<file path="src/rtl/ysyx_23060096_pkg.sv">
// Shared constants for the NPC register-file write-back path.
package ysyx_23060096_pkg;

  localparam int ADDR_WIDTH = 5;
  localparam int DATA_WIDTH = 32;
  localparam int NREG       = 2 ** ADDR_WIDTH;

  // Write-back source identifiers; also the encoding of the round-robin pointer.
  localparam logic SRC_EXU = 1'b0;
  localparam logic SRC_LSU = 1'b1;

endpackage

</file>
<file path="src/rtl/ysyx_23060096_rf_wb_arbiter_if.sv">
// One valid/ready write-back channel: a source drives address and data, the arbiter returns ready.
interface ysyx_23060096_rf_wb_arbiter_if #(
  parameter int ADDR_WIDTH = ysyx_23060096_pkg::ADDR_WIDTH,
  parameter int DATA_WIDTH = ysyx_23060096_pkg::DATA_WIDTH
);

  logic                  valid;
  logic                  ready;
  logic [ADDR_WIDTH-1:0] addr;
  logic [DATA_WIDTH-1:0] data;

  modport master (output valid, output addr, output data, input  ready);
  modport slave  (input  valid, input  addr, input  data, output ready);

endinterface

</file>
<file path="src/rtl/ysyx_23060096_wb_scoreboard.sv">
// Busy bitmap of registers with writes in flight, RAW hazard lookups and sticky protocol-error flag.
module ysyx_23060096_wb_scoreboard #(
  parameter int ADDR_WIDTH = ysyx_23060096_pkg::ADDR_WIDTH,
  parameter int NREG       = 2 ** ADDR_WIDTH
) (
  input  logic                  clk,
  input  logic                  rst,
  input  logic                  alloc_valid,
  input  logic [ADDR_WIDTH-1:0] alloc_addr,
  input  logic                  clr_en,
  input  logic [ADDR_WIDTH-1:0] clr_addr,
  input  logic                  wb_en,
  input  logic [ADDR_WIDTH-1:0] wb_addr,
  input  logic [ADDR_WIDTH-1:0] chk_ra,
  input  logic [ADDR_WIDTH-1:0] chk_rb,
  input  logic [ADDR_WIDTH-1:0] chk_rd,
  output logic                  hazard_a,
  output logic                  hazard_b,
  output logic                  hazard_d,
  output logic [NREG-1:0]       busy_vec,
  output logic                  sb_err
);

  logic [NREG-1:0] busy_q, busy_d;
  logic            sb_err_q, sb_err_d;
  logic            alloc_set;
  logic            alloc_err;
  logic            wb_err;

  always_comb begin
    // NOTE: every comb output gets a default first so no path leaves it unassigned (no latch).
    busy_d    = busy_q;
    alloc_set = alloc_valid && (alloc_addr != '0);

    // The clear is applied before the set so a same-cycle re-allocation keeps the bit high.
    if (clr_en) busy_d[clr_addr] = 1'b0;
    if (alloc_set) busy_d[alloc_addr] = 1'b1;
    busy_d[0] = 1'b0;

    alloc_err = alloc_set && busy_q[alloc_addr] && !(clr_en && (clr_addr == alloc_addr));
    wb_err    = wb_en && !busy_q[wb_addr];
    sb_err_d  = sb_err_q || alloc_err || wb_err;
  end

  always_ff @(posedge clk) begin
    // NOTE: sequential state uses non-blocking assignments so all flops update from pre-edge values.
    if (rst) begin
      busy_q   <= '0;
      sb_err_q <= 1'b0;
    end else begin
      busy_q   <= busy_d;
      sb_err_q <= sb_err_d;
    end
  end

  // No bypass: a register reads busy until the edge after its write is committed.
  assign hazard_a = (chk_ra != '0) && busy_q[chk_ra];
  assign hazard_b = (chk_rb != '0) && busy_q[chk_rb];
  assign hazard_d = (chk_rd != '0) && busy_q[chk_rd];
  assign busy_vec = busy_q;
  assign sb_err   = sb_err_q;

endmodule

</file>
<file path="src/rtl/ysyx_23060096_rf_wb_arbiter.sv">
// Round-robin arbiter sharing the register-file write port between EXU and LSU write-back.
module ysyx_23060096_rf_wb_arbiter #(
  parameter int ADDR_WIDTH = ysyx_23060096_pkg::ADDR_WIDTH,
  parameter int DATA_WIDTH = ysyx_23060096_pkg::DATA_WIDTH
) (
  input  logic                         clk,
  input  logic                         rst,
  input  logic                         alloc_valid,
  input  logic [ADDR_WIDTH-1:0]        alloc_addr,
  input  logic [ADDR_WIDTH-1:0]        chk_ra,
  input  logic [ADDR_WIDTH-1:0]        chk_rb,
  input  logic [ADDR_WIDTH-1:0]        chk_rd,
  output logic                         hazard_a,
  output logic                         hazard_b,
  output logic                         hazard_d,
  ysyx_23060096_rf_wb_arbiter_if.slave s0,
  ysyx_23060096_rf_wb_arbiter_if.slave s1,
  output logic                         rf_w_en,
  output logic [ADDR_WIDTH-1:0]        rf_waddr,
  output logic [DATA_WIDTH-1:0]        rf_wdata,
  output logic [(2**ADDR_WIDTH)-1:0]   busy_vec,
  output logic                         sb_err
);

  import ysyx_23060096_pkg::*;

  logic                  last_grant_q, last_grant_d;
  logic                  rf_w_en_q, rf_w_en_d;
  logic [ADDR_WIDTH-1:0] rf_waddr_q, rf_waddr_d;
  logic [DATA_WIDTH-1:0] rf_wdata_q, rf_wdata_d;

  logic                  gnt0, gnt1, xfer;
  logic [ADDR_WIDTH-1:0] win_addr;
  logic [DATA_WIDTH-1:0] win_data;

  always_comb begin
    // A tie goes to whichever source did not win the previous transfer.
    if (s0.valid && s1.valid) gnt0 = (last_grant_q == SRC_LSU);
    else                      gnt0 = s0.valid;
    gnt1 = s1.valid && !gnt0;
    xfer = gnt0 || gnt1;

    win_addr = gnt1 ? s1.addr : s0.addr;
    win_data = gnt1 ? s1.data : s0.data;

    last_grant_d = xfer ? (gnt1 ? SRC_LSU : SRC_EXU) : last_grant_q;

    // Address-0 writes are accepted but never reach the register file.
    rf_w_en_d  = xfer && (win_addr != '0);
    rf_waddr_d = rf_w_en_d ? win_addr : rf_waddr_q;
    rf_wdata_d = rf_w_en_d ? win_data : rf_wdata_q;
  end

  always_ff @(posedge clk) begin
    if (rst) begin
      last_grant_q <= SRC_LSU;
      rf_w_en_q    <= 1'b0;
      rf_waddr_q   <= '0;
      rf_wdata_q   <= '0;
    end else begin
      last_grant_q <= last_grant_d;
      rf_w_en_q    <= rf_w_en_d;
      rf_waddr_q   <= rf_waddr_d;
      rf_wdata_q   <= rf_wdata_d;
    end
  end

  assign s0.ready = gnt0;
  assign s1.ready = gnt1;
  assign rf_w_en  = rf_w_en_q;
  assign rf_waddr = rf_waddr_q;
  assign rf_wdata = rf_wdata_q;

  ysyx_23060096_wb_scoreboard #(
    .ADDR_WIDTH (ADDR_WIDTH),
    .NREG       (2 ** ADDR_WIDTH)
  ) u_scoreboard (
    .clk         (clk),
    .rst         (rst),
    .alloc_valid (alloc_valid),
    .alloc_addr  (alloc_addr),
    .clr_en      (rf_w_en_q),
    .clr_addr    (rf_waddr_q),
    .wb_en       (rf_w_en_d),
    .wb_addr     (win_addr),
    .chk_ra      (chk_ra),
    .chk_rb      (chk_rb),
    .chk_rd      (chk_rd),
    .hazard_a    (hazard_a),
    .hazard_b    (hazard_b),
    .hazard_d    (hazard_d),
    .busy_vec    (busy_vec),
    .sb_err      (sb_err)
  );

endmodule

</file>
<file path="src/flat_wrapper.sv">
// flat-port wrapper written by rule: the top's interface ports become plain ports
module ysyx_23060096_rf_wb_arbiter_flat import ysyx_23060096_pkg::*;
#(
  parameter int ADDR_WIDTH = ysyx_23060096_pkg::ADDR_WIDTH,
  parameter int DATA_WIDTH = ysyx_23060096_pkg::DATA_WIDTH
)
  (clk, rst, alloc_valid, alloc_addr, chk_ra, chk_rb, chk_rd, hazard_a, hazard_b, hazard_d, rf_w_en, rf_waddr, rf_wdata, busy_vec, sb_err, s0_valid, s0_addr, s0_data, s0_ready, s1_valid, s1_addr, s1_data, s1_ready);
  ysyx_23060096_rf_wb_arbiter_if #(.ADDR_WIDTH(ADDR_WIDTH), .DATA_WIDTH(DATA_WIDTH)) s0_i ();
  ysyx_23060096_rf_wb_arbiter_if #(.ADDR_WIDTH(ADDR_WIDTH), .DATA_WIDTH(DATA_WIDTH)) s1_i ();
  input  logic clk;
  input  logic rst;
  input  logic alloc_valid;
  input  logic [ADDR_WIDTH-1:0] alloc_addr;
  input  logic [ADDR_WIDTH-1:0] chk_ra;
  input  logic [ADDR_WIDTH-1:0] chk_rb;
  input  logic [ADDR_WIDTH-1:0] chk_rd;
  output logic hazard_a;
  output logic hazard_b;
  output logic hazard_d;
  output logic rf_w_en;
  output logic [ADDR_WIDTH-1:0] rf_waddr;
  output logic [DATA_WIDTH-1:0] rf_wdata;
  output logic [(2**ADDR_WIDTH)-1:0] busy_vec;
  output logic sb_err;
  input wire logic [$bits(s0_i.valid)-1:0] s0_valid;
  input wire logic [$bits(s0_i.addr)-1:0] s0_addr;
  input wire logic [$bits(s0_i.data)-1:0] s0_data;
  output wire logic [$bits(s0_i.ready)-1:0] s0_ready;
  input wire logic [$bits(s1_i.valid)-1:0] s1_valid;
  input wire logic [$bits(s1_i.addr)-1:0] s1_addr;
  input wire logic [$bits(s1_i.data)-1:0] s1_data;
  output wire logic [$bits(s1_i.ready)-1:0] s1_ready;
  assign s0_i.valid = s0_valid;
  assign s0_i.addr = s0_addr;
  assign s0_i.data = s0_data;
  assign s0_ready = s0_i.ready;
  assign s1_i.valid = s1_valid;
  assign s1_i.addr = s1_addr;
  assign s1_i.data = s1_data;
  assign s1_ready = s1_i.ready;
  ysyx_23060096_rf_wb_arbiter #(.ADDR_WIDTH(ADDR_WIDTH), .DATA_WIDTH(DATA_WIDTH)) u_core (.clk(clk), .rst(rst), .alloc_valid(alloc_valid), .alloc_addr(alloc_addr), .chk_ra(chk_ra), .chk_rb(chk_rb), .chk_rd(chk_rd), .hazard_a(hazard_a), .hazard_b(hazard_b), .hazard_d(hazard_d), .s0(s0_i), .s1(s1_i), .rf_w_en(rf_w_en), .rf_waddr(rf_waddr), .rf_wdata(rf_wdata), .busy_vec(busy_vec), .sb_err(sb_err));
endmodule
</file>
<file path="config.mk">
export PLATFORM = sky130hd
export DESIGN_NAME = ysyx_23060096_rf_wb_arbiter_flat
export DESIGN_NICKNAME = d
export VERILOG_FILES = /design/src/rtl/ysyx_23060096_pkg.sv /design/src/rtl/ysyx_23060096_rf_wb_arbiter_if.sv /design/src/rtl/ysyx_23060096_wb_scoreboard.sv /design/src/rtl/ysyx_23060096_rf_wb_arbiter.sv /design/src/flat_wrapper.sv
export SDC_FILE = /design/constraint.sdc
export NUM_CORES = 1
export LEC_CHECK = 0
export BUFFER_PORTS_ARGS = -buffer_cell sky130_fd_sc_hd__buf_2
export CAP_MARGIN = 20
export CORE_MARGIN = 1
export CORE_UTILIZATION = 54
export CTS_BUF_LIST = sky130_fd_sc_hd__clkbuf_4 sky130_fd_sc_hd__clkbuf_8 sky130_fd_sc_hd__clkbuf_16
export CTS_CLUSTER_SIZE = 40
export DETAILED_ROUTE_END_ITERATION = 7
export HOLD_SLACK_MARGIN = 0.02
export PLACE_DENSITY = 0.87
export SLEW_MARGIN = 30
export SYNTH_ARGS = -nofsm -noshare
export SYNTH_HDL_FRONTEND = slang
export SYNTH_SLANG_ARGS = --single-unit
</file>
<file path="constraint.sdc">
create_clock -name clk -period 4.7 [get_ports clk]
set_clock_uncertainty 0.15 [all_clocks]
set_input_delay 0.94 -clock clk [delete_from_list [all_inputs] [get_ports clk]]
set_output_delay 0.94 -clock clk [all_outputs]
set_load 0.1 [all_outputs]
</file>
==> flow_summary_export.csv, run 1 <==
group,metric,value,unit
grt,grt_usage,0.3313,
routing,drcViolationCount,0,
worst_setup_path,crit_path_start_kind,"input port",
die,core,8217,um^2
die,die_w,94.38,um
timing,finalCritPeriodShare,0.8214,
placement,hpwl,10660,um
logic_synthesis,syn-num-nets,629,
worst_setup_path,reg2reg_slack,1.74,ns
die,dieArea,8907,um^2
logic_synthesis,ys_warn_count,0,
logic_synthesis,synthTopCellsByArea,"dfxtp_1, mux4_2, nand2_1",
final_layout,nets,769,
grt,grt_pass1_wl,22520,um
grt,antenna_found_initial,0,
routing,dr.pass1.iters,5,
power_and_ir_drop,p_leak,2.467,nW
timing,report.final.hold_viol_count,0,
worst_setup_path,ff2ff_path_depth,7,
worst_setup_path,max_stage_delay,0.55,ns
timing,maxSlewViolCount,0,
logic_synthesis,synth.top_cell.area_share,0.3084,
clock_network,cts_resized,0,
timing,min_period,3.861,ns
logic_synthesis,synth_fa_ha_area_frac,0,
routing,top_layer_used,"met4",
worst_setup_path,crit_slowest_cell,"mux4_2",
power_and_ir_drop,power,0.001863,W
grt,grt_max_degree,73,
worst_setup_path,critPathMaxFanout,9,
logic_synthesis,synthMuxAreaShare,0.2517,
routing,drt-met1-wl,5563,um
power_and_ir_drop,clkPwrFrac,0.339,
placement,place.gp.congestion,0.9170,
final_layout,fill_cells,666,
clock_network,htree_levels,3,
timing,rsz0062_at_grt,"false",
routing,vias,5036,
clock_network,cts.sinks,71,
logic_synthesis,synth.most_common_cell,"nand2_1",
worst_setup_path,required,3.61,ns
final_layout,drive_gt1_frac,0.3615,
logic_synthesis,synth_edf_count,0,
timing,setup_viol,0,
clock_network,root_buffer,"clkbuf_8",
worst_setup_path,regToRegEndpoint,"u_core.rf_wdata[30]$_SDFFE_PP0P_",
clock_network,worstSkewPairLatency,0.34,ns
worst_setup_path,critical_path.endpoint,"hazard_a",
logic_synthesis,synth_top_family_by_area,"multiplexers",
timing,finalHoldWorstSlack,0.3466,ns
worst_setup_path,path_class,"in -> out",
power_and_ir_drop,p_sw,0.0006963,W
min_path,hold_path_class,"reg -> reg",
routing,wire_per_inst,19.67,um
clock_network,clockBufferDepth,2,
logic_synthesis,yosysUniqueCellTypes,45,
placement,place.port_buffers,173,
power_and_ir_drop,intPower,0.001166,W
worst_setup_path,path_cells,"buf_2 -> mux4_2 -> mux4_2 -> mux2_2 -> buf_2",
power_and_ir_drop,power_frac_seq,0.362,
clock_network,cts_buffers,9,
logic_synthesis,syn_avg_cell_area,8.695,um^2
die,die_y,94.38,um
final_layout,antenna-diode-count,0,
grt,grt_overflow,0,
worst_setup_path,startpoint,"chk_ra[0]",
logic_synthesis,synth-seq-area-share,0.3084,
final_layout,areaGrowthSynthToFinish,23.68,%
worst_setup_path,reg2reg_from,"u_core.last_grant_q$_SDFFE_PP1P_",
timing,max_clock_freq,259.0,MHz
routing,wl,15340,um
power_and_ir_drop,powerDensity,326.8,nW/um^2
logic_synthesis,synth_compound_area_frac,0.1868,
clock_network,cts_tree,"done",
logic_synthesis,syn_inst,530,
timing,slew_headroom,0.3587,
logic_synthesis,synth-xor-area-share,0.009503,
clock_network,path_clk_slew,0.07,ns
die,row_count,33,
placement,dpl_worst_slack,0.8173,ns
final_layout,final_core_util,0.6936,
logic_synthesis,syn_area,4608,um^2
logic_synthesis,yosys.area_share.simple,0.1955,
logic_synthesis,synth_top_area_cell,"dfxtp_1",
timing,fin_ws,0.8395,ns
routing,viasPerCell,6.456,
routing,route.met2.wl,7532,um
logic_synthesis,synth_seq_cells,71,
timing,tns,0,ns
die,initial_core_util,0.5608,
routing,ant_nets,0,
status,outcome,"finished clean",
die,ios,175,
routing,drtIter0Drc,683,
clock_network,post_cts_buffers,0,
power_and_ir_drop,comb_power_share,0.298,
flow_run,cap_violations,0,
clock_network,cts.hold.buffers_added,0,
timing,worst_pin_slew,0.9599,ns
power_and_ir_drop,swShare,0.3738,
logic_synthesis,synth_flop_cell,"dfxtp_1",
grt,grt_pass1_vias,4546,
logic_synthesis,synth_commonest_cells,"nand2_1, dfxtp_1, nor2_1",
worst_setup_path,arrival,2.77,ns
routing,routed-wl-met3,1758,um
worst_setup_path,cp-end-kind,"output pin",
power_and_ir_drop,peakVddDrop,219.2,uV
logic_synthesis,synthArstFlopShare,0,
-- area by class of cell --
type                            count  area (um^2)  share of cell area
Sequential cell                    71         1421              0.2494
Clock inverter                      4        98.84             0.01734
Inverter                            3        23.77            0.004171
Clock buffer                       12        165.2             0.02898
Multi-Input combinational cell    410         2978              0.5225
Tap cell                          105        131.4             0.02305
Timing Repair Buffer              175        880.8              0.1546
-- registers in the layout (all words and copies together) (netlist names) --
signal and count:
u_core.u_scoreboard.busy_vec 31, u_core.rf_waddr 5, u_core.rf_w_en 1, u_core.u_scoreboard.sb_err 1
u_core.rf_wdata 32, u_core.last_grant_q 1
-- placed cells by master, fill, tap and decap left out, types with 4 or more instances in the layout --
cell type,Yosys,routed
nor2_1,45,45
xor2_1,4,4
o21ai_0,42,42
mux4_2,39,39
nand3_1,7,7
a211oi_1,7,7
clkbuf_8,0,12
nand3b_1,9,9
a311oi_1,32,32
nor4_1,4,4
dfxtp_1,71,71
a22oi_1,5,5
a21oi_1,36,36
nor3b_1,6,6
nor2b_1,4,4
mux2_2,7,7
nand2_1,119,119
buf_2,8,173
mux2i_1,14,14
-- per-layer routing --
| metal | GRT usage | vias up |
|---|---|---|
| met4 | 0.1487 | 0 |
| met5 | 0 | - |
| met1 | 0.4137 | 2345 |
| li1 | - | 2244 |
| met3 | 0.1031 | 66 |
| met2 | 0.5254 | 381 |
-- critical path, delay by kind of cell --
family	cells	cell delay [ns]
mux	3	1.30
buf+inv	2	0.53
-- worst min path at each step --
stage / slack [ns] / cells after the start / start / to
floorplan: 0.35 / 3 / u_core.last_grant_q$_SDFFE_PP1P_ / u_core.last_grant_q$_SDFFE_PP1P_
global placement: 0.33 / 2 / u_core.rf_wdata[10]$_SDFFE_PP0P_ / u_core.rf_wdata[10]$_SDFFE_PP0P_
detailed placement: 0.34 / 2 / u_core.rf_wdata[12]$_SDFFE_PP0P_ / u_core.rf_wdata[12]$_SDFFE_PP0P_
CTS: 0.35 / 2 / u_core.rf_wdata[18]$_SDFFE_PP0P_ / u_core.rf_wdata[18]$_SDFFE_PP0P_
global route: 0.37 / 2 / u_core.rf_wdata[2]$_SDFFE_PP0P_ / u_core.rf_wdata[2]$_SDFFE_PP0P_
finish: 0.35 / 2 / u_core.rf_wdata[18]$_SDFFE_PP0P_ / u_core.rf_wdata[18]$_SDFFE_PP0P_
-- per-stage QoR --
stage	cell area (um^2)	cells
finish	5699	780
floorplan	4608	530
CTS	5699	780
global route	5699	780
global placement	5428	764
detailed placement	5435	764
-- power groups by stage --
stage                     Sequential (W)  Clock (W)  Combinational, W
after floorplan                 0.000919          0          0.000195
after global placement          0.000684          0          0.000539
after detailed placement        0.000686          0          0.000551
after CTS                       0.000672   0.000640          0.000553
after global routing            0.000678   0.000664          0.000581
final                           0.000675   0.000632          0.000556
-- kinds of logic after synthesis --
group,Yosys count
AOI/OAI and AO/OA,134
xor gates and xnor gates,5
buffers and inverters,49
muxes,63
other,1
and+or+nand+nor,207
DFF,71
Note: power is estimated with default switching activity, not from simulation.
==> inputs of run 2 (changes only) <==
- ABC_AREA: not set -> 1
- CORE_UTILIZATION: 54 -> 45
- PLACE_DENSITY: 0.87 -> 0.78
- clock period: 4.7 -> 3.2 ns (I/O delays scaled with it)
==> run 2 against run 1 <==
  * Synthesized cell count is 35% higher
  * Sequential power grew 45%
  * Worst hold slack worse by 0.0048 ns
==> flow_summary_export.csv, run 2 <==
group,metric,value,unit
logic_synthesis,synth.top_cell.area_share,0.3146,
logic_synthesis,synth.most_common_cell,"nand2_1",
logic_synthesis,synth-seq-area-share,0.3146,
routing,dr.pass1.iters,5,
clock_network,cts_resized,0,
clock_network,post_cts_buffers,0,
worst_setup_path,required,2.41,ns
power_and_ir_drop,intPower,0.001636,W
worst_setup_path,critPathMaxFanout,17,
routing,drtIter0Drc,625,
die,dieArea,10440,um^2
worst_setup_path,path_class,"in -> out",
routing,viasPerCell,5.815,
power_and_ir_drop,comb_power_share,0.345,
timing,min_period,2.917,ns
logic_synthesis,synth_flop_cell,"dfxtp_1",
final_layout,antenna-diode-count,0,
final_layout,final_cell_mix,"buf_2, nand2_1, o21ai_0",
timing,rsz0062_at_grt,"false",
routing,wire_per_inst,16.39,um
worst_setup_path,cp_top_family,"buffers and inverters",
routing,wl,16670,um
worst_setup_path,max_stage_delay,0.24,ns
die,initial_core_util,0.4622,
final_layout,final_common_cell,"buf_2",
clock_network,root_buffer,"clkbuf_8",
timing,tns,0,ns
grt,grt_usage,0.3092,
timing,report.final.hold_viol_count,0,
logic_synthesis,yosysUniqueCellTypes,32,
power_and_ir_drop,peakVddDrop,309.2,uV
logic_synthesis,syn_area,4518,um^2
die,ios,175,
worst_setup_path,crit_path_start_kind,"input port",
die,die_w,102.2,um
timing,setup_viol,0,
routing,drcViolationCount,0,
worst_setup_path,crit_buf_inv,3,
final_layout,final_core_util,0.5934,
power_and_ir_drop,p_leak,2.640,nW
power_and_ir_drop,powerDensity,477.1,nW/um^2
clock_network,cts_buffers,9,
power_and_ir_drop,swShare,0.4089,
logic_synthesis,synth_commonest_cells,"nand2_1, o21ai_0, nand3_1",
worst_setup_path,crit_slowest_cell,"buf_2",
logic_synthesis,synth_seq_cells,71,
flow_run,cap_violations,0,
status,outcome,"finished clean",
final_layout,areaGrowthSynthToFinish,28.39,%
logic_synthesis,synth_edf_count,0,
die,row_count,36,
min_path,hold_path_class,"reg -> reg",
final_layout,nets,978,
timing,slew_headroom,0.3467,
grt,grt_max_degree,65,
placement,hpwl,11920,um
die,core,9774,um^2
worst_setup_path,path_cells,"buf_2 -> inv_1 -> a21oi_1 -> o21ai_0 -> nand3_1 -> nand3_1 -> nand3_1 -> nor2_1 -> a41oi_4 -> buf_12",
logic_synthesis,syn_avg_cell_area,6.301,um^2
timing,max_clock_freq,342.8,MHz
timing,maxSlewViolCount,0,
power_and_ir_drop,p_sw,0.001132,W
worst_setup_path,arrival,2.13,ns
grt,grt_pass1_wl,24850,um
clock_network,path_clk_slew,0.08,ns
routing,vias,5914,
grt,antenna_found_initial,0,
logic_synthesis,synthTopCellsByArea,"dfxtp_1, nand2_1, o21ai_0",
worst_setup_path,cp-end-kind,"output pin",
clock_network,clockBufferDepth,2,
grt,grt_overflow,0,
logic_synthesis,ys_warn_count,0,
power_and_ir_drop,power_frac_seq,0.353,
logic_synthesis,syn_inst,717,
final_layout,drive_gt1_frac,0.2466,
final_layout,largest_register_ffs,32,
logic_synthesis,synthArstFlopShare,0,
clock_network,htree_levels,3,
power_and_ir_drop,clkPwrFrac,0.302,
clock_network,cts.sinks,71,
worst_setup_path,path_common_cell,"nand3_1",
clock_network,cts.hold.buffers_added,0,
grt,grt_pass1_vias,4847,
logic_synthesis,synth_top_area_cell,"dfxtp_1",
timing,worst_pin_slew,0.9725,ns
clock_network,worstSkewPairLatency,0.36,ns
placement,place.gp.congestion,0.9930,
logic_synthesis,syn-num-nets,816,
placement,place.port_buffers,173,
clock_network,cts_tree,"done",
routing,ant_nets,0,
power_and_ir_drop,power,0.002767,W
timing,finalCritPeriodShare,0.9117,
die,die_y,102.2,um
-- run 2: cell types whose count changed after synthesis, moves of 13 or more --
| cell | before | now |
|---|---|---|
| nand3_1 | 7 | 78 |
| o21ai_0 | 42 | 96 |
| mux4_2 | 39 | 0 |
| o21ai_1 | 0 | 30 |
| a31oi_1 | 1 | 32 |
| a311oi_1 | 32 | 0 |
| clkbuf_1 | 35 | 22 |
| mux2i_1 | 14 | 0 |
| a21oi_1 | 36 | 76 |
| nor2_1 | 45 | 23 |
| inv_1 | 2 | 63 |
| nand2_1 | 119 | 160 |
-- run 2: tightest hold or removal path, stage by stage, from the launching register on --
cell,delay [ns]
dfxtp_1,0.32
o21ai_0,0.07
a21oi_1,0.06
-- run 2: kinds of logic (layout without fill, tap and decap cells) --
| kind of cell | Yosys count | in the layout | synth area share |
|---|---|---|---|
| compound gates | 261 | 261 | 0.3143 |
| xor+xnor | 1 | 1 | 0.001939 |
| buf+inv | 99 | 266 | 0.09499 |
| flops | 71 | 71 | 0.3146 |
| other cells | 1 | 1 | 0.0008300 |
| simple gates | 284 | 284 | 0.2733 |
-- run 2: worst paths after layout --
kind / start / end / slack [ns] / depth (start not counted)
max: chk_ra[0] / hazard_a / 0.28 / 10
min: u_core.u_scoreboard.busy_vec[25]$_SDFF_PP0_ / u_core.u_scoreboard.busy_vec[25]$_SDFF_PP0_ / 0.34 / 2
max reg2reg: u_core.last_grant_q$_SDFFE_PP1P_ / u_core.rf_wdata[22]$_SDFFE_PP0P_ / 0.97 / 9
min reg2reg: u_core.u_scoreboard.busy_vec[25]$_SDFF_PP0_ / u_core.u_scoreboard.busy_vec[25]$_SDFF_PP0_ / 0.34 / 2
-- run 2: layer usage --
metal / global-route usage / share of wire / vias to the layer above / wire length (um)
met1: 0.4383 / 0.41 / 2638 / 6851
met5: 0 / 0 / - / 0
li1: - / - / 2823 / -
met2: 0.4600 / 0.44 / 398 / 7315
met4: 0.09011 / 0.030 / 0 / 503
met3: 0.07934 / 0.12 / 55 / 1997
-- run 2: metrics by stage --
step	instances	hold WS [ns]	cell area [um^2]	worst slack (ns)
detailed placement	1001	0.3356	5569	0.3329
global route	1017	0.3812	5801	0.1474
floorplan	717	0.3821	4559	-0.1856
global placement	1001	0.3292	5569	0.3851
CTS	1017	0.3449	5801	0.3309
finish	1017	0.3417	5801	0.2827
-- run 2: area by class of cell --
cell class / instances / area (um^2)
Fill cell: 982 / 3974
Multi-Input combinational cell: 547 / 2709
Sequential cell: 71 / 1421
Timing Repair Buffer: 185 / 1028
Inverter: 65 / 244.0
Tap cell: 133 / 166.4
Clock buffer: 11 / 151.4
Clock inverter: 5 / 80.08
-- run 2: power by group through the flow --
| stage | Sequential [W] | Clock, W | Combinational (W) |
|---|---|---|---|
| after floorplan | 0.00136 | 0 | 0.000358 |
| after global placement | 0.000994 | 0 | 0.000939 |
| after detailed placement | 0.000994 | 0 | 0.000943 |
| after CTS | 0.000975 | 0.000836 | 0.000946 |
| after global routing | 0.000983 | 0.000879 | 0.00101 |
| final | 0.000977 | 0.000835 | 0.000955 |
==> inputs of run 3 (changes only) <==
- CORE_UTILIZATION: 45 -> 46
- CTS_BUF_LIST: sky130_fd_sc_hd__clkbuf_4 sky130_fd_sc_hd__clkbuf_8 sky130_fd_sc_hd__clkbuf_16 -> sky130_fd_sc_hd__clkbuf_4 sky130_fd_sc_hd__clkbuf_8
- PLACE_DENSITY: 0.78 -> 0.79
==> run 3 against run 2 <==
  * Register-to-register slack got worse by 0.53 ns
  * Power fell by 6.4%
  * Core utilization rose by 1.6 points
  * Critical path type unchanged
  * Critical endpoint is now hazard_b
  * Largest cell class unchanged
==> flow_summary_export.csv, run 3 (synthesized netlist as in run 2, its figures left out) <==
group,metric,value,unit
status,outcome,"finished clean",
timing,rsz0062_at_grt,"false",
timing,maxSlewViolCount,0,
timing,min_period,2.883,ns
worst_setup_path,required,2.41,ns
clock_network,cts_buffers,9,
grt,grt_usage,0.3144,
final_layout,nets,975,
final_layout,final_cell_mix,"buf_2, nand2_1, o21ai_0",
worst_setup_path,path_class,"in -> out",
die,initial_core_util,0.4821,
die,ios,175,
clock_network,cts_resized,0,
clock_network,cts.hold.buffers_added,0,
worst_setup_path,arrival,2.09,ns
grt,grt_overflow,0,
worst_setup_path,max_stage_delay,0.23,ns
grt,grt_max_degree,65,
clock_network,worstSkewPairLatency,0.35,ns
grt,grt_pass1_vias,4922,
timing,finalHoldWorstSlack,0.3439,ns
min_path,hold_path_class,"reg -> reg",
routing,drcViolationCount,0,
routing,viasPerCell,5.694,
die,die_w,101.1,um
worst_setup_path,crit_slowest_cell,"inv_1",
placement,hpwl,11850,um
clock_network,post_cts_buffers,0,
final_layout,largest_register_ffs,32,
routing,drtIter0Drc,628,
timing,setup_viol,0,
final_layout,antenna-diode-count,0,
worst_setup_path,path_cells,"buf_2 -> inv_1 -> a21oi_1 -> o21ai_0 -> nand3_1 -> nand3_1 -> nand3_1 -> nor2_1 -> a41oi_4 -> buf_12",
final_layout,fill_cells,980,
clock_network,path_clk_slew,0.08,ns
power_and_ir_drop,p_leak,2.595,nW
power_and_ir_drop,powerDensity,453.5,nW/um^2
final_layout,final_common_cell,"buf_2",
timing,max_clock_freq,346.8,MHz
routing,ant_nets,0,
timing,finalCritPeriodShare,0.9011,
worst_setup_path,path_common_cell,"nand3_1",
final_layout,drive_gt1_frac,0.2440,
die,die_y,101.1,um
final_layout,fin_cells,1010,
clock_network,cts.sinks,71,
placement,place.port_buffers,173,
clock_network,root_buffer,"clkbuf_8",
power_and_ir_drop,peakVddDrop,296.4,uV
routing,vias,5751,
timing,slew_headroom,0.4554,
grt,grt_pass1_wl,24980,um
worst_setup_path,crit_path_start_kind,"input port",
die,core,9371,um^2
timing,worst_pin_slew,0.8107,ns
die,row_count,35,
final_layout,final_core_util,0.6097,
placement,place.gp.congestion,0.9639,
grt,antenna_found_initial,0,
clock_network,htree_levels,3,
timing,report.final.hold_viol_count,0,
worst_setup_path,cp_top_family,"buffers and inverters",
placement,dp.cells,994,
flow_run,cap_violations,0,
clock_network,cts_tree,"done",
worst_setup_path,cp-end-kind,"output pin",
clock_network,clockBufferDepth,2,
routing,dr.pass1.iters,5,
routing,wl,16270,um
worst_setup_path,critPathMaxFanout,17,
routing,wire_per_inst,16.11,um
final_layout,areaGrowthSynthToFinish,26.47,%
worst_setup_path,crit_buf_inv,3,
die,dieArea,10220,um^2
-- run 3: worst paths after layout --
check / start / end / slack, ns / depth (start not counted)
worst min-delay path: u_core.u_scoreboard.busy_vec[17]$_SDFF_PP0_ / u_core.u_scoreboard.busy_vec[17]$_SDFF_PP0_ / 0.34 / 2
worst max-delay path: chk_rb[0] / hazard_b / 0.32 / 10
worst min register to register: u_core.u_scoreboard.busy_vec[17]$_SDFF_PP0_ / u_core.u_scoreboard.busy_vec[17]$_SDFF_PP0_ / 0.34 / 2
worst max register to register: u_core.last_grant_q$_SDFFE_PP1P_ / u_core.rf_wdata[20]$_SDFFE_PP0P_ / 0.44 / 8
-- run 3: through the flow --
step	total power (W)	worst slack [ns]	TNS (ns)	cell area, um^2
2_1_floorplan	0.001717	-0.1856	-0.1856	4559
4_1_cts	0.002594	0.3335	0	5713
5_1_grt	0.002706	0.09797	0	5714
3_3_place_gp	0.001931	0.2974	0	5529
3_5_place_dp	0.001934	0.1728	0	5529
6_report	0.002592	0.3166	0	5714
-- run 3: report_power, final --
part,switching (W),internal [W]
combinational,0.000731,0.000216
sequential,0.0000406,0.000936
clock,0.000347,0.000321
total,0.00112,0.00147
-- run 3: layout make-up --
class / instances / area [um^2] / share of cell area
timing repair buffer: 182 / 993.5 / 0.1739
clock buffer: 11 / 151.4 / 0.02649
tap: 129 / 161.4 / 0.02825
clock inverter: 5 / 32.53 / 0.005693
multi-input combinational: 547 / 2709 / 0.4741
sequential: 71 / 1421 / 0.2487
inverter: 65 / 245.2 / 0.04292
-- run 3: worst reg2reg max path: stages (launching register included) --
cell	delay, ns
dfxtp_1	0.35
a21oi_4	0.35
o21ai_0	0.19
nor2_2	0.13
nand4_1	0.10
nand2_2	0.20
clkinv_2	0.63
o21ai_0	0.46
a31oi_1	0.07
-- run 3: metal layers --
| metal | part of all wire | track usage |
|---|---|---|
| met1 | 0.42 | 0.4489 |
| met4 | 0.031 | 0.1237 |
| met2 | 0.44 | 0.4636 |
| met3 | 0.11 | 0.06172 |
| met5 | 0 | 0 |
